## config.mk

```make
export PLATFORM = sky130hd
export DESIGN_NAME = uart_rx_fifo
export DESIGN_NICKNAME = d
export VERILOG_FILES = /design/src/rtl/uart_rx_fifo.sv
export SDC_FILE = /design/constraint.sdc
export NUM_CORES = 1
export LEC_CHECK = 0
export ABC_CLOCK_PERIOD_IN_PS = 4800
export CAP_MARGIN = 20
export CORE_MARGIN = 8
export CORE_UTILIZATION = 58
export DETAILED_ROUTE_END_ITERATION = 16
export PLACE_DENSITY = 0.81
export SYNTH_ARGS = -nofsm -noshare
export SYNTH_HDL_FRONTEND = slang
export SYNTH_SLANG_ARGS = --single-unit
```

## constraint.sdc

```tcl
create_clock -name clk -period 4.8 [get_ports clk]
set_input_delay 0.48 -clock clk [delete_from_list [all_inputs] [get_ports clk]]
set_output_delay 0.48 -clock clk [all_outputs]
set_load 0.005 [all_outputs]
```

## src/rtl/uart_rx_fifo.sv

```systemverilog
`default_nettype none
// ============================================================================
// Module   : uart_rx_fifo
// Brief    : Oversampling UART receiver with 2-of-3 majority bit decisions,
//            per-frame latched format (data bits / parity / stop bits) and a
//            receive FIFO whose entries carry break, frame and parity flags.
// Options  : define UART_RX_BREAK_DETECT_EN to flag all-zero frames as line
//            breaks and hold in STOP until the line returns high.
// Revision : 1.0 - initial release
// ============================================================================
module uart_rx_fifo #(
  parameter int COUNTER_WIDTH = 16,
  parameter int DATA_WIDTH    = 9,
  parameter int SAMPLE_COUNT  = 16,
  parameter int FIFO_DEPTH    = 8
) (
  input  logic                          clk,
  input  logic                          rst_n,
  input  logic                          uart_rxpin,
  input  logic [COUNTER_WIDTH-1:0]      UART_CONFIG_DELAY_FRAMES,
  input  logic [4:0]                    UART_CONFIG_DATABITS,
  input  logic [1:0]                    UART_CONFIG_PARITY,
  input  logic [1:0]                    UART_CONFIG_STOPBITS,
  output logic [DATA_WIDTH-1:0]         m_data,
  output logic                          m_parity_err,
  output logic                          m_frame_err,
  output logic                          m_break,
  output logic                          m_valid,
  input  logic                          m_ready,
  output logic [$clog2(FIFO_DEPTH):0]   fifo_count,
  output logic                          overrun
);

  localparam int c_SW = $clog2(SAMPLE_COUNT);
  localparam int c_AW = $clog2(FIFO_DEPTH);
  localparam int c_BW = $clog2(DATA_WIDTH + 1);
`ifdef UART_RX_BREAK_DETECT_EN
  localparam int c_EW = DATA_WIDTH + 3;
`else
  localparam int c_EW = DATA_WIDTH + 2;
`endif

  localparam logic [1:0] c_PARITY_ODD  = 2'd1;
  localparam logic [1:0] c_PARITY_EVEN = 2'd2;
  localparam logic [1:0] c_STOP_TWO    = 2'd2;

  localparam logic [c_SW-1:0]          c_SMP_A    = c_SW'(SAMPLE_COUNT / 2 - 1);
  localparam logic [c_SW-1:0]          c_SMP_B    = c_SW'(SAMPLE_COUNT / 2);
  localparam logic [c_SW-1:0]          c_SMP_C    = c_SW'(SAMPLE_COUNT / 2 + 1);
  localparam logic [c_SW-1:0]          c_SMP_LAST = c_SW'(SAMPLE_COUNT - 1);
  localparam logic [c_SW-1:0]          c_SMP_ONE  = c_SW'(1);
  localparam logic [COUNTER_WIDTH-1:0] c_DIV_ONE  = COUNTER_WIDTH'(1);
  localparam logic [c_BW-1:0]          c_BIT_ONE  = c_BW'(1);
  localparam logic [c_BW-1:0]          c_BIT_MAX  = c_BW'(DATA_WIDTH);
  localparam logic [c_AW-1:0]          c_PTR_ONE  = c_AW'(1);
  localparam logic [c_AW:0]            c_CNT_ONE  = (c_AW + 1)'(1);
  localparam logic [c_AW:0]            c_CNT_FULL = (c_AW + 1)'(FIFO_DEPTH);

  typedef enum logic [2:0] {
    S_IDLE   = 3'd0,
    S_START  = 3'd1,
    S_DATA   = 3'd2,
    S_PARITY = 3'd3,
    S_STOP   = 3'd4
  } state_t;

  // Synchronizer and receive path
  logic [1:0]               r_sync;
  logic [1:0]               r_flush;
  logic                     w_rx;
  logic                     w_sync_ok;
  logic [COUNTER_WIDTH-1:0] r_div;
  logic [COUNTER_WIDTH-1:0] w_ratio;
  logic                     w_div_last;
  logic [c_SW-1:0]          r_samp;
  logic                     w_tick;
  logic                     w_decide;
  logic                     w_bit_end;
  logic                     r_smp_a;
  logic                     r_smp_b;
  logic                     w_bit;

  // Frame state
  state_t                   r_state;
  logic                     r_armed;
  logic [c_BW-1:0]          r_nbits;
  logic [c_BW-1:0]          w_nbits;
  logic [1:0]               r_parity_mode;
  logic                     r_stop_left;
  logic [c_BW-1:0]          r_bitidx;
  logic                     w_last_data;
  logic [DATA_WIDTH-1:0]    r_shift;
  logic                     r_par;
  logic                     w_par_total;
  logic                     w_perr;
  logic                     r_perr;
  logic                     r_ferr;
  logic                     w_ferr;
  logic                     r_brk_wait;
  logic                     r_push;
  logic [c_EW-1:0]          r_push_word;

  // FIFO
  logic [c_EW-1:0]          r_mem [FIFO_DEPTH];
  logic [c_AW-1:0]          r_wr_ptr;
  logic [c_AW-1:0]          r_rd_ptr;
  logic [c_AW:0]            r_count;
  logic                     r_overrun;
  logic                     w_full;
  logic                     w_pop;
  logic                     w_wr;
  logic [c_EW-1:0]          w_head;

  // Two-flop synchronizer plus a flush marker that says when r_sync reflects the pin.
  always_ff @(posedge clk or negedge rst_n) begin
    if (!rst_n) begin
      r_sync  <= 2'b11;
      r_flush <= 2'b00;
    end else begin
      r_sync  <= {r_sync[0], uart_rxpin};
      r_flush <= {r_flush[0], 1'b1};
    end
  end

  assign w_rx      = r_sync[1];
  assign w_sync_ok = r_flush[1];

  // Clocks per sample tick; a ratio of 0 or 1 ticks every clock.
  assign w_ratio    = UART_CONFIG_DELAY_FRAMES >> c_SW;
  assign w_div_last = (w_ratio <= c_DIV_ONE) || (r_div >= (w_ratio - c_DIV_ONE));
  assign w_tick     = (r_state != S_IDLE) && w_div_last;
  assign w_decide   = w_tick && (r_samp == c_SMP_C);
  assign w_bit_end  = w_tick && (r_samp == c_SMP_LAST);

  // Sample-tick divider and per-bit sample index, both parked at zero in IDLE.
  always_ff @(posedge clk or negedge rst_n) begin
    if (!rst_n) begin
      r_div  <= '0;
      r_samp <= '0;
    end else if (r_state == S_IDLE) begin
      r_div  <= '0;
      r_samp <= '0;
    end else if (w_div_last) begin
      r_div  <= '0;
      r_samp <= r_samp + c_SMP_ONE;
    end else begin
      r_div  <= r_div + c_DIV_ONE;
    end
  end

  // Capture the first two of the three mid-bit samples; the third is taken live.
  always_ff @(posedge clk or negedge rst_n) begin
    if (!rst_n) begin
      r_smp_a <= 1'b1;
      r_smp_b <= 1'b1;
    end else begin
      if (w_tick && (r_samp == c_SMP_A)) r_smp_a <= w_rx;
      if (w_tick && (r_samp == c_SMP_B)) r_smp_b <= w_rx;
    end
  end

  assign w_bit       = (r_smp_a & r_smp_b) | (r_smp_a & w_rx) | (r_smp_b & w_rx);
  assign w_last_data = (r_bitidx == (r_nbits - c_BIT_ONE));
  assign w_ferr      = r_ferr | ~w_bit;

  // Clamp the requested data-bit count into 1..DATA_WIDTH.
  always_comb begin
    w_nbits = c_BW'(UART_CONFIG_DATABITS);
    if (UART_CONFIG_DATABITS == 5'd0) begin
      w_nbits = c_BIT_ONE;
    end else if (32'(UART_CONFIG_DATABITS) > DATA_WIDTH) begin
      w_nbits = c_BIT_MAX;
    end
  end

  // Parity error from the running data parity and the received parity bit.
  always_comb begin
    w_par_total = r_par ^ w_bit;
    case (r_parity_mode)
      c_PARITY_ODD:  w_perr = ~w_par_total;
      c_PARITY_EVEN: w_perr = w_par_total;
      default:       w_perr = w_par_total;
    endcase
  end

`ifdef UART_RX_BREAK_DETECT_EN
  logic r_allzero;
  logic w_brk;

  // Track whether every decided bit of the current frame has been 0.
  always_ff @(posedge clk or negedge rst_n) begin
    if (!rst_n) begin
      r_allzero <= 1'b0;
    end else if (r_state == S_IDLE) begin
      r_allzero <= 1'b1;
    end else if (w_decide && w_bit) begin
      r_allzero <= 1'b0;
    end
  end

  assign w_brk = r_allzero & ~w_bit;
`endif

  // Frame FSM: bit decisions at the third mid-bit sample, state steps at bit end.
  always_ff @(posedge clk or negedge rst_n) begin
    if (!rst_n) begin
      r_state       <= S_IDLE;
      r_armed       <= 1'b0;
      r_nbits       <= c_BIT_ONE;
      r_parity_mode <= 2'd0;
      r_stop_left   <= 1'b0;
      r_bitidx      <= '0;
      r_shift       <= '0;
      r_par         <= 1'b0;
      r_perr        <= 1'b0;
      r_ferr        <= 1'b0;
      r_brk_wait    <= 1'b0;
      r_push        <= 1'b0;
      r_push_word   <= '0;
    end else begin
      r_push <= 1'b0;
      case (r_state)
        S_IDLE: begin
          // A start needs the line to have been seen high since the last frame or reset.
          if (w_rx && w_sync_ok) r_armed <= 1'b1;
          if (!w_rx && r_armed) begin
            r_state       <= S_START;
            r_armed       <= 1'b0;
            r_nbits       <= w_nbits;
            r_parity_mode <= UART_CONFIG_PARITY;
            r_stop_left   <= (UART_CONFIG_STOPBITS == c_STOP_TWO);
            r_bitidx      <= '0;
            r_shift       <= '0;
            r_par         <= 1'b0;
            r_perr        <= 1'b0;
            r_ferr        <= 1'b0;
            r_brk_wait    <= 1'b0;
          end
        end
        S_START: begin
          if (w_bit_end) r_state <= S_DATA;
          if (w_decide && w_bit) r_state <= S_IDLE;
        end
        S_DATA: begin
          if (w_decide) begin
            r_shift <= r_shift | (DATA_WIDTH'(w_bit) << r_bitidx);
            r_par   <= r_par ^ w_bit;
          end
          if (w_bit_end) begin
            if (w_last_data) begin
              r_state <= (r_parity_mode != 2'd0) ? S_PARITY : S_STOP;
            end else begin
              r_bitidx <= r_bitidx + c_BIT_ONE;
            end
          end
        end
        S_PARITY: begin
          if (w_decide) r_perr <= w_perr;
          if (w_bit_end) r_state <= S_STOP;
        end
        S_STOP: begin
          if (r_brk_wait) begin
            if (w_rx) begin
              r_brk_wait <= 1'b0;
              r_state    <= S_IDLE;
            end
          end else begin
            if (w_decide) begin
              if (!w_bit) r_ferr <= 1'b1;
              if (!r_stop_left) begin
                r_push <= 1'b1;
`ifdef UART_RX_BREAK_DETECT_EN
                r_push_word <= {w_brk, w_ferr, r_perr, r_shift};
                if (w_brk) begin
                  r_brk_wait <= 1'b1;
                end else begin
                  r_state <= S_IDLE;
                end
`else
                r_push_word <= {w_ferr, r_perr, r_shift};
                r_state     <= S_IDLE;
`endif
              end
            end
            if (w_bit_end && r_stop_left) r_stop_left <= 1'b0;
          end
        end
        default: r_state <= S_IDLE;
      endcase
    end
  end

  assign m_valid = (r_count != '0);
  assign w_full  = (r_count == c_CNT_FULL);
  assign w_pop   = m_valid & m_ready;
  assign w_wr    = r_push & (~w_full | w_pop);
  assign w_head  = r_mem[r_rd_ptr];

  // Receive FIFO: push from the FSM, pop on valid/ready, drop and flag when full.
  always_ff @(posedge clk or negedge rst_n) begin
    if (!rst_n) begin
      for (int i = 0; i < FIFO_DEPTH; i++) r_mem[i] <= '0;
      r_wr_ptr  <= '0;
      r_rd_ptr  <= '0;
      r_count   <= '0;
      r_overrun <= 1'b0;
    end else begin
      r_overrun <= r_push & w_full & ~w_pop;
      if (w_wr) begin
        r_mem[r_wr_ptr] <= r_push_word;
        r_wr_ptr        <= r_wr_ptr + c_PTR_ONE;
      end
      if (w_pop) r_rd_ptr <= r_rd_ptr + c_PTR_ONE;
      if (w_wr && !w_pop) begin
        r_count <= r_count + c_CNT_ONE;
      end else if (!w_wr && w_pop) begin
        r_count <= r_count - c_CNT_ONE;
      end
    end
  end

  assign fifo_count   = r_count;
  assign overrun      = r_overrun;
  assign m_data       = m_valid ? w_head[DATA_WIDTH-1:0] : '0;
  assign m_parity_err = m_valid & w_head[DATA_WIDTH];
  assign m_frame_err  = m_valid & w_head[DATA_WIDTH+1];
`ifdef UART_RX_BREAK_DETECT_EN
  assign m_break      = m_valid & w_head[DATA_WIDTH+2];
`else
  assign m_break      = 1'b0;
`endif

endmodule
`default_nettype wire

```

# Word level (Yosys, flattened, before mapping)
# Cells that the tools add are included.
[totals]
latchBits = 0
rom_bits = 0
ramBits = 0
n_memories = 0
reg_bits = 165
[op_classes]
add_sub_neg = 9
reduce_logical = 37
magnitude_cmp = 6
n_div = 0
bitwise_logic = 23
mul = 0
n_eq_ne = 27
mux = 57
shift = 1
[ops]
columns = ["operator", "count"]
rows = [
  ["$bwmux W88", 1],
  ["$mux W4", 9],
  ["$bmux W11 S3", 1],
  ["$demux W11 S3", 1],
  ["$mux W11", 3],
  ["$mux W3", 11],
  ["$mux W16", 2],
  ["$mux W9", 3],
  ["$ne A2 B2 Y1 const B", 10],
  ["$mux W1", 18],
  ["$pmux W9 S2", 1],
  ["$add A16 B1 Y16 const B", 1],
  ["$eq A4 B4 Y1 const B", 4],
  ["$ge A16 B16 Y1", 1],
  ["$pmux W3 S5", 1],
  ["$reduce_bool A2 Y1", 7],
  ["$sub A12 B1 Y13 const B", 1],
  ["$add A4 B1 Y4 const B", 3],
  ["$le A12 B1 Y1 const B", 1],
  ["$logic_and A1 B1 Y1", 12],
  ["$ne A3 B3 Y1 const B", 4],
  ["$reduce_and A4 Y1", 3],
  ["$pmux W1 S2", 5],
  ["$and A1 B1 Y1", 9],
  ["other kinds (30)", 48],
]

# Depth between registers and ports, before layout
# Gate-level depths: netlist of run 1.
[logic_depth]
ltp_word = 9
ltp_mapped = 14
mapped_depth_nobuf = 13

# Least setup slack after synthesis of run 1
# Ideal clock, no wire load.
[synth_path]
kind = "input to register"
startpoint = "input UART_CONFIG_DELAY_FRAMES[6]"
endpoint = "register r_smp_a"
cell_stages = 13
t_arrival_ns = 3.595
setup_slack_ns = 1.123
required_ns = 4.718
setup_time_ns = 0.082
path_cell_list = "or4_4 nor2_4 nand2_1 or4_1 xor2_1 ha_1 nand4_1 nor3_1 a2111oi_4 a21oi_2 nor2_2 nor4_1 mux2_2"
[synth_between]
elab_chain_cells = 5
elab_cells_between_ends = 6
[synth_lines]
columns = ["item", "line", "rtl"]
rows = [
  ["from (decl)", "20", "input logic [COUNTER_WIDTH-1:0] UART_CONFIG_DELAY_FRAMES,"],
  ["$sub A12 B1 Y13", "130", "assign w_div_last = (w_ratio <= c_DIV_ONE) || (r_div >= (w_ratio - c_DIV_ONE));"],
  ["$ge A16 B16 Y1", "130", ""],
  ["$logic_or A1 B1 Y1 (*)", "130", ""],
  ["$logic_and A1 B1 Y1 (*)", "131", "assign w_tick = (r_state != S_IDLE) && w_div_last;"],
  ["$logic_and A1 B1 Y1 (*)", "157", "if (w_tick && (r_samp == c_SMP_A)) r_smp_a <= w_rx;"],
  ["to (signal assigned)", "157", ""],
  ["to (decl)", "79", "logic r_smp_a;"],
]
# Every way passes the cells marked *; elsewhere a longest branch is shown, timed or not.
# A chain may end at the register's enable or synchronous reset.

# Worst setup path in the final report of run 1
[layout_path]
startpoint = "input UART_CONFIG_DELAY_FRAMES[6]"
endpoint = "register r_push_word[4]"
[layout_between]
elab_chain_cells = 6
elab_cells_between_ends = 7
[layout_lines]
columns = ["item", "line", "rtl"]
rows = [
  ["$sub A12 B1 Y13", "130", ""],
  ["$ge A16 B16 Y1", "130", ""],
  ["$logic_or A1 B1 Y1 (*)", "130", ""],
  ["$logic_and A1 B1 Y1 (*)", "131", ""],
  ["$logic_and A1 B1 Y1 (*)", "132", "assign w_decide = w_tick && (r_samp == c_SMP_C);"],
  ["$reduce_and A4 Y1 (no source line) (*)", "n/a", ""],
  ["to (signal assigned)", "280", "r_push_word <= {w_ferr, r_perr, r_shift};"],
  ["to (decl)", "101", "logic [c_EW-1:0] r_push_word;"],
]
# Marked as above.

==> flow_metrics.env, run 1 <==
export IMPL_grt_ovfl_total=0
export IMPL_cp_end_kind="flop"
export IMPL_reg2reg_from="r_div[9]"
export IMPL_vias=5275
export IMPL_worstHoldPathCells=0
export IMPL_first_iter_violations=246
export IMPL_place_gp_congestion=0.8747
export IMPL_ant_nets=0
export IMPL_async_flop_share=1.000
export IMPL_cts_tree="done"
export IMPL_antenna_found_initial=0
export IMPL_slew_headroom=0.2659
export IMPL_pwr_share_clk=0.378
export IMPL_wl_um=16320
export IMPL_holdCritStartpoint="r_sync[0]"
export IMPL_die_h_um=135.9
export IMPL_fin_crit_sh=0.8663
export IMPL_cts_sinks=165
export IMPL_die_area_mm2=0.01848
export IMPL_synth_seq_cells=165
export IMPL_drive_above_1_share=0.2671
export IMPL_seq_area_mm2=0.004136
export IMPL_clock_latency_ns=0.42
export IMPL_netlist_instances=667
export IMPL_viasPerCell=5.868
export IMPL_root_buffer="clkbuf_16"
export IMPL_nets=761
export IMPL_p_seq_frac=0.477
export IMPL_vdd_drop_max_mv=0.3831
export IMPL_yosys_warnings=0
export IMPL_rr_endpoint="r_div[12]"
export IMPL_synthDistinctLibCells=67
export IMPL_r2r_cells=8
export IMPL_seq_area_frac_synth=0.4957
export IMPL_cts_buffer_depth=2
export IMPL_synth_area_mm2=0.008342
export IMPL_r2r_slack_ns=2.05
export IMPL_synth_avg_cell_area_um2=12.51
export IMPL_critPathRequiredTime_ns=5.10
export IMPL_p_sw_frac=0.2845
export IMPL_synth_top_family_by_area="multiplexers"
export IMPL_synthMuxAreaShare=0.2250
export IMPL_synthFlopType="dfrtp_1"
export IMPL_synth_fa_ha_area_frac=0.04710
export IMPL_rsz0062_at_grt="no"
export IMPL_dieWidth_um=135.9
export IMPL_cts_setup_buffers=0
export IMPL_path_class="input pin to flop"
export IMPL_cp_start_kind="input pin"
export IMPL_internal_power_mw=2.454
export IMPL_worstPathArrival_ns=4.46
export IMPL_pwr_share_comb=0.145
export IMPL_wire_per_inst_um=18.16
export IMPL_powerDensity_mw_per_mm2=359.9
export IMPL_power_switching_uw=976.0
export IMPL_synth_nets=726
export IMPL_io_buffers=41
export IMPL_cap_violations=0
export IMPL_fin_area_mm2=0.009533
export IMPL_core_mm2=0.01431
export IMPL_clkTransAtPathRegs_ns=0.06
export IMPL_grt_pass1_wl_um=28430
export IMPL_first_global_vias=5701
export IMPL_grt_max_degree=120
export IMPL_multi_input_area_mm2=0.004044
export IMPL_min_period_ns=4.158
export IMPL_initial_core_util=0.5828
export IMPL_worst_slew_pin_slew_ns=1.101
export IMPL_layout_common_cells="dfrtp_1, mux2_2, nor2_1"
export IMPL_drc=0
export IMPL_final_common_cell="dfrtp_1"
export IMPL_synth_edff_count=0
export IMPL_synth_simple_gate_area_frac=0.1024
export IMPL_postPlaceCellArea_mm2=0.008909
export IMPL_grtUsageTotal=0.1933
export IMPL_crit_path_max_fanout=11
export IMPL_io_pins=47
export IMPL_hold_class="flop to flop"
export IMPL_min_to="r_sync[1]"
export IMPL_synth_xor_area_frac=0.04575
export IMPL_post_cts_resize_count=0
export IMPL_drtPass1Iterations=5
export IMPL_fillers=1013
export IMPL_setup_viol=0
export IMPL_p_leak_nw=4.434
export IMPL_fmax_ghz=0.2405
export IMPL_maxSlewViolCount=0
export IMPL_num_antenna_cells=0
export IMPL_fin_tns_setup_ns=0
export IMPL_run_status="completed"
export IMPL_tritoncts_num_buffers=17
export IMPL_synth_compound_area_share=0.05925
export IMPL_ctsHtreeMaxLevel=4
export IMPL_dp_hpwl_um=11080
export IMPL_finalHoldViolations=0
export IMPL_finClkSkew_ns=0.007317
export IMPL_syn_to_final_growth_pct=14.28
export IMPL_rows=44
cell families after synthesis:
group,Yosys count
adders and majority gates,31
and+or+nand+nor,170
muxes,143
buffers and inverters,49
DFF,165
xor gates and xnor gates,42
other,2
AOI/OAI and AO/OA,65
flip-flops by register name (all words and copies together) (netlist names), 2 cells and up:
signal	cells
r_rd_ptr	3
r_wr_ptr	3
r_nbits	4
r_bitidx	4
r_parity_mode	2
r_state	3
r_push_word	11
fifo_count	4
r_mem	88
r_shift	9
r_div	16
r_samp	4
r_flush	2
r_sync	2
power by group through the flow:
stage	combinational (mW)	clock (mW)	sequential [mW]
6_report	0.498	1.30	1.64
5_1_grt	0.563	1.39	1.65
4_1_cts	0.495	1.33	1.63
3_5_place_dp	0.490	0	1.66
3_3_place_gp	0.464	0	1.65
2_1_floorplan	0.409	0	1.58
through the flow:
step	std cells	setup WS, ns	power (mW)	hold slack (ns)	util
2_1_floorplan	667	1.123	1.993	0.1844	-
3_3_place_gp	864	0.3153	2.114	0.3445	0.6224
6_report	899	0.6417	3.430	0.3598	0.6660
4_1_cts	896	0.6408	3.453	0.2661	0.6623
3_5_place_dp	864	0.2058	2.149	0.3531	0.6224
5_1_grt	899	0.4384	3.609	0.3643	0.6660
cells in the mapped netlist (2+ instances only):
library cell / n / area (um^2)
xnor2_1: 23 / 201.4
a31oi_1: 2 / 12.51
o211ai_1: 3 / 22.52
or4_1: 2 / 15.01
nor4b_1: 2 / 17.52
dfstp_2: 5 / 131.4
o21ai_0: 13 / 65.06
nand4_1: 6 / 37.54
dfrtp_1: 160 / 4004
o21a_1: 2 / 15.01
a21oi_1: 14 / 70.07
or4_4: 2 / 22.52
a32o_1: 3 / 30.03
a21o_1: 5 / 37.54
mux2i_1: 15 / 150.1
nor3_1: 10 / 50.05
inv_1: 18 / 67.56
o41ai_1: 4 / 35.03
buf_2: 3 / 15.01
nand3b_1: 2 / 15.01
ha_1: 29 / 362.9
nand2_1: 35 / 131.4
nor4_1: 7 / 43.79
mux2_4: 10 / 150.1
nand4b_1: 2 / 17.52
and2_1: 2 / 12.51
nor3b_1: 3 / 22.52
xor2_1: 18 / 157.7
conb_1: 2 / 7.510
nor2_2: 2 / 12.51
o2111ai_1: 2 / 17.52
a22o_1: 4 / 35.03
clkbuf_1: 24 / 90.09
mux4_2: 22 / 495.5
mux2_2: 96 / 1081
nor2_1: 58 / 217.7
nand2b_1: 6 / 37.54
o31ai_1: 2 / 15.01
nand3_1: 14 / 70.07
and3_1: 8 / 50.05
layout make-up:
type                       count  share of cell area
sequential                   165              0.4339
inverter                      19            0.007481
clock inverter                15             0.01536
clock buffer                  17             0.04463
timing repair buffer          46             0.05027
multi-input combinational    453              0.4242
tap                          184             0.02415
critical path, cell delays in order:
cell             delay (ns)
clkdlybuf4s50_1        0.47
or4_4                  0.58
nor2_4                 0.13
nand2_1                0.09
or4_1                  0.42
xor2_1                 0.16
ha_1                   0.29
nand4_1                0.16
nor3_1                 0.36
a2111oi_4              0.10
a21o_1                 0.26
a21boi_4               0.19
nand3b_2               0.34
mux2_4                 0.42
repair_timing:
action                     4_1_cts  5_1_grt
setup endpoints to repair        0        0
hold buffers                     0        1
hold endpoints to repair         0       16
how the worst max path moves through the flow:
stage | start | end | slack, ns
after floorplan | UART_CONFIG_DELAY_FRAMES[6] | r_smp_a | 1.12
final | UART_CONFIG_DELAY_FRAMES[6] | r_push_word[4] | 0.64
after global placement | UART_CONFIG_DELAY_FRAMES[6] | r_push_word[6] | 0.32
after global routing | UART_CONFIG_DELAY_FRAMES[6] | r_push_word[4] | 0.44
after CTS | UART_CONFIG_DELAY_FRAMES[6] | r_push_word[4] | 0.64
after detailed placement | UART_CONFIG_DELAY_FRAMES[6] | r_push_word[2] | 0.21
routing by layer:
layer  vias to the layer above  share of wire  global-route usage
met4                         0         0.0087             0.05430
met3                        12          0.039             0.04582
met2                       109           0.52              0.3288
li1                       2481              -                   -
met1                      2673           0.44              0.2413
met5                         -              0                   0
No activity file was read; power rests on OpenSTA's default activity.
==> inputs of run 2 (changes only) <==
Settings changed: ABC_CLOCK_PERIOD_IN_PS 4800 to 4700.
Clock period 4.8 ns to 4.7 ns, I/O delays scaled along.
==> run 2 against run 1 <==
Final cell count is the same; critical path depth is the same; utilization grew 0.14 points; largest power group unchanged.
==> flow_metrics.env, run 2 (synthesized netlist as in run 1, its figures left out) <==
export IMPL_path_class="input pin to flop"
export IMPL_drive_above_1_share=0.2671
export IMPL_clock_latency_ns=0.43
export IMPL_wl_um=16870
export IMPL_rsz0062_at_grt="no"
export IMPL_run_status="completed"
export IMPL_p_leak_nw=4.434
export IMPL_dp_hpwl_um=11130
export IMPL_min_to="r_flush[1]"
export IMPL_cp_start_kind="input pin"
export IMPL_first_global_vias=5542
export IMPL_worstHoldPathCells=0
export IMPL_p_total_mw=3.578
export IMPL_rows=44
export IMPL_grtUsageTotal=0.1950
export IMPL_nets=761
export IMPL_cap_violations=0
export IMPL_slew_headroom=0.3196
export IMPL_crit_path_max_fanout=11
export IMPL_grt_ovfl_total=0
export IMPL_grt_pass1_wl_um=28250
export IMPL_dp_slack_ns=0.07261
export IMPL_drc=0
export IMPL_fillers=1008
export IMPL_setup_ws_ns=0.5150
export IMPL_core_mm2=0.01431
export IMPL_worstPathArrival_ns=4.49
export IMPL_r2r_slack_ns=1.75
export IMPL_ctsHtreeMaxLevel=4
export IMPL_die_area_mm2=0.01848
export IMPL_cts_tree="done"
export IMPL_fin_area_mm2=0.009553
export IMPL_powerDensity_mw_per_mm2=374.5
export IMPL_io_buffers=41
export IMPL_layout_common_cells="dfrtp_1, mux2_2, nor2_1"
export IMPL_worst_slew_pin_slew_ns=1.018
export IMPL_num_antenna_cells=0
export IMPL_root_buffer="clkbuf_16"
export IMPL_drtPass1Iterations=5
export IMPL_holdWs_ns=0.3576
export IMPL_placedCellCount=864
export IMPL_place_gp_congestion=0.8710
export IMPL_cp_end_kind="flop"
export IMPL_fin_tns_setup_ns=0
export IMPL_viasPerCell=5.976
export IMPL_die_h_um=135.9
export IMPL_wire_per_inst_um=18.77
export IMPL_finClkSkew_ns=0.01104
export IMPL_setup_viol=0
export IMPL_vdd_drop_max_mv=0.3669
export IMPL_reg2reg_from="r_state[2]"
export IMPL_r2r_cells=5
export IMPL_fin_cells=899
export IMPL_fin_util=0.6674
export IMPL_tritoncts_num_buffers=17
export IMPL_syn_to_final_growth_pct=14.52
export IMPL_fin_crit_sh=0.8904
export IMPL_io_pins=47
export IMPL_min_period_ns=4.185
export IMPL_final_common_cell="dfrtp_1"
export IMPL_cts_sinks=165
export IMPL_antenna_found_initial=0
export IMPL_hold_class="flop to flop"
export IMPL_critPathRequiredTime_ns=5.01
export IMPL_dieWidth_um=135.9
export IMPL_holdCritStartpoint="r_flush[0]"
export IMPL_ant_nets=0
export IMPL_largest_reg_flops=88
export IMPL_initial_core_util=0.5828
export IMPL_largest_register="r_mem"
export IMPL_grt_max_degree=120
export IMPL_postPlaceCellArea_mm2=0.008909
export IMPL_maxSlewViolCount=0
export IMPL_finalHoldViolations=0
export IMPL_rr_endpoint="r_stop_left"
export IMPL_vias=5372
export IMPL_fmax_ghz=0.2390
export IMPL_clkTransAtPathRegs_ns=0.06
export IMPL_reg_top3="r_mem: 88 flops, r_div: 16 flops, r_push_word: 11 flops"
export IMPL_first_iter_violations=333
export IMPL_cts_buffer_depth=2
-- run 2: cell types whose count changed in the layout (fill, tap and decap cells not counted) --
cell,previous run,this run
bufinv_16,1,2
clkinv_2,3,2
clkinv_4,3,1
clkinvlp_4,2,4
inv_6,3,4
inv_8,3,2
-- run 2: report_power, final --
group | switching [mW] | internal [mW] | leakage (nW) | total, mW
clock network | 0.594 | 0.794 | 0.281 | 1.39
logic | 0.282 | 0.235 | 1.91 | 0.517
registers | 0.146 | 1.53 | 2.24 | 1.67
-- run 2: area by class of cell --
| class | count | area, um^2 | area share |
|---|---|---|---|
| clock inverter | 15 | 166.4 | 0.01742 |
| tap | 184 | 230.2 | 0.02410 |
| timing repair buffer | 46 | 479.2 | 0.05016 |
| sequential | 165 | 4136 | 0.4330 |
| multi-input combinational | 453 | 4044 | 0.4233 |
| inverter | 19 | 71.32 | 0.007466 |
| clock buffer | 17 | 425.4 | 0.04453 |
-- run 2: metal layers --
metal,vias up,global-route usage,wire [um]
li1,2477,-,-
met1,2739,0.2372,7197
met2,127,0.3342,8698
met3,29,0.04545,711
met4,0,0.06650,266
met5,-,0,0
-- run 2: worst max-delay path by stage --
stage	start	endpoint	slack [ns]	cells after the start
finish	UART_CONFIG_DELAY_FRAMES[6]	r_push_word[4]	0.52	14
global route	UART_CONFIG_DELAY_FRAMES[6]	r_push_word[4]	0.29	14
CTS	UART_CONFIG_DELAY_FRAMES[6]	r_push_word[4]	0.50	14
detailed placement	UART_CONFIG_DELAY_FRAMES[6]	r_push_word[4]	0.07	14
global placement	UART_CONFIG_DELAY_FRAMES[6]	r_push_word[6]	0.22	14
floorplan	UART_CONFIG_DELAY_FRAMES[6]	r_smp_a	1.03	13
-- run 2: timing repair --
| item | CTS | global route |
|---|---|---|
| gates resized for setup | 0 | 0 |
| setup buffers | 0 | 0 |
| endpoints found under the hold margin | 0 | 14 |
| hold buffers | 0 | 1 |
-- run 2: critical path: stages --
cell             delay, ns
clkdlybuf4s50_1       0.47
or4_4                 0.58
nor2_4                0.13
nand2_1               0.11
or4_1                 0.44
xor2_1                0.16
ha_1                  0.30
nand4_1               0.16
nor3_1                0.36
a2111oi_4             0.10
a21o_1                0.26
a21boi_4              0.19
nand3b_2              0.34
mux2_4                0.42
==> inputs of run 3 (changes only) <==
Settings changed: CAP_MARGIN 20 to not set.
==> run 3 against run 2 <==
Maximum frequency hardly changed; sequential power hardly changed; global-route usage stayed put; critical endpoint unchanged; non-clock buffer count is 3 lower; flip-flop and latch count stayed put; worst hold slack worse by 0.18 ns; largest cell class unchanged; first-iteration DRC count is 8.7% lower; via count is 0.97% lower.
==> flow_metrics.env, run 3 (synthesized netlist as in run 1, its figures left out) <==
export IMPL_ctsHtreeMaxLevel=4
export IMPL_syn_to_final_growth_pct=13.89
export IMPL_powerDensity_mw_per_mm2=375.5
export IMPL_cp_end_kind="flop"
export IMPL_ant_nets=0
export IMPL_critPathRequiredTime_ns=5.01
export IMPL_cts_setup_buffers=0
export IMPL_worstSetupStartpoint="UART_CONFIG_DELAY_FRAMES[6]"
export IMPL_cp_start_kind="input pin"
export IMPL_path_class="input pin to flop"
export IMPL_nets=758
export IMPL_reg2reg_from="r_state[2]"
export IMPL_fin_crit_sh=0.8910
export IMPL_worst_slew_pin_slew_ns=1.191
export IMPL_slew_headroom=0.2061
export IMPL_worstPathArrival_ns=4.49
export IMPL_place_gp_congestion=0.8710
export IMPL_vdd_drop_max_mv=0.3657
export IMPL_initial_core_util=0.5828
export IMPL_fin_util=0.6637
export IMPL_crit_path_max_fanout=11
export IMPL_viasPerCell=5.938
export IMPL_die_h_um=135.9
export IMPL_io_pins=47
export IMPL_fmax_ghz=0.2388
export IMPL_fin_tns_setup_ns=0
export IMPL_vias=5320
export IMPL_crit_end="r_push_word[4]"
export IMPL_setup_viol=0
export IMPL_grt_ovfl_total=0
export IMPL_dp_hpwl_um=11130
export IMPL_antenna_found_initial=0
export IMPL_post_cts_resize_count=0
export IMPL_drive_above_1_share=0.2654
export IMPL_hold_class="input pin to async pin"
export IMPL_finalHoldViolations=0
export IMPL_root_buffer="clkbuf_16"
export IMPL_grtUsageTotal=0.1950
export IMPL_first_iter_violations=304
export IMPL_rr_endpoint="r_stop_left"
export IMPL_tritoncts_num_buffers=17
export IMPL_largest_reg_flops=88
export IMPL_min_period_ns=4.188
export IMPL_finClkSkew_ns=0.008499
export IMPL_cap_violations=0
export IMPL_cts_tree="done"
export IMPL_dieWidth_um=135.9
export IMPL_drtPass1Iterations=5
export IMPL_reg_top3="r_mem: 88 flops, r_div: 16 flops, r_push_word: 11 flops"
export IMPL_cts_hold_buf=0
export IMPL_wl_um=16600
export IMPL_core_mm2=0.01431
export IMPL_grt_pass1_wl_um=28250
export IMPL_r2r_cells=5
export IMPL_cts_buffer_depth=2
export IMPL_rsz0062_at_grt="no"
export IMPL_num_antenna_cells=0
export IMPL_io_buffers=41
export IMPL_maxSlewViolCount=0
export IMPL_clock_latency_ns=0.42
export IMPL_layout_common_cells="dfrtp_1, mux2_2, nor2_1"
export IMPL_drc=0
export IMPL_wire_per_inst_um=18.53
export IMPL_clkTransAtPathRegs_ns=0.07
export IMPL_die_area_mm2=0.01848
export IMPL_p_leak_nw=4.410
export IMPL_first_global_vias=5542
export IMPL_run_status="completed"
export IMPL_cts_sinks=165
export IMPL_final_common_cell="dfrtp_1"
export IMPL_largest_register="r_mem"
export IMPL_grt_max_degree=120
export IMPL_r2r_slack_ns=1.76
export IMPL_rows=44
-- run 3: changes by cell type in the layout (fill, tap and decap cells not counted) --
cell / change
dlygate4sd3_1: -1
buf_8: -1
buf_16: -1
-- run 3: critical path: stages --
cell	delay, ns
clkdlybuf4s50_1	0.48
or4_4	0.58
nor2_4	0.13
nand2_1	0.11
or4_1	0.44
xor2_1	0.16
ha_1	0.30
nand4_1	0.16
nor3_1	0.36
a2111oi_4	0.10
a21o_1	0.26
a21boi_4	0.19
nand3b_2	0.34
mux2_4	0.42
-- run 3: layout make-up --
type                       count  area [um^2]
clock buffer                  17        425.4
clock inverter                15        166.4
fill                        1015         4813
inverter                      19        71.32
multi-input combinational    453         4044
sequential                   165         4136
tap                          184        230.2
timing repair buffer          43        426.7
-- run 3: how the worst min path moves through the flow --
| stage | end | slack (ns) | from | depth (start not counted) |
|---|---|---|---|---|
| finish | r_rd_ptr[2] | 0.18 | rst_n | 1 |
| global route | r_rd_ptr[1] | 0.28 | rst_n | 1 |
| CTS | r_rd_ptr[1] | 0.25 | rst_n | 1 |
| detailed placement | r_flush[1] | 0.35 | r_flush[0] | 0 |
| global placement | r_flush[1] | 0.34 | r_flush[0] | 0 |
| floorplan | fifo_count[0] | 0.17 | rst_n | 0 |
-- run 3: power breakdown --
| group | switching, mW | internal (mW) |
|---|---|---|
| logic | 0.281 | 0.232 |
| registers | 0.145 | 1.53 |
| clock network | 0.588 | 0.794 |
| total | 1.01 | 2.55 |
-- run 3: stage by stage --
step	setup slack, ns	area (um^2)	std cells	hold WS (ns)	total power, mW
after global placement	0.2247	8909	864	0.3443	2.159
after floorplan	1.033	8342	667	0.1744	2.036
after detailed placement	0.07261	8909	864	0.3473	2.202
after CTS	0.5027	9500	896	0.2461	3.597
after global routing	0.2895	9500	896	0.2790	3.732
final	0.5121	9500	896	0.1783	3.567
-- run 3: layer usage --
| layer | track usage | routed length, um |
|---|---|---|
| met5 | 0 | 0 |
| met1 | 0.2372 | 7116 |
| met4 | 0.06650 | 225 |
| met3 | 0.04545 | 708 |
| met2 | 0.3342 | 8549 |
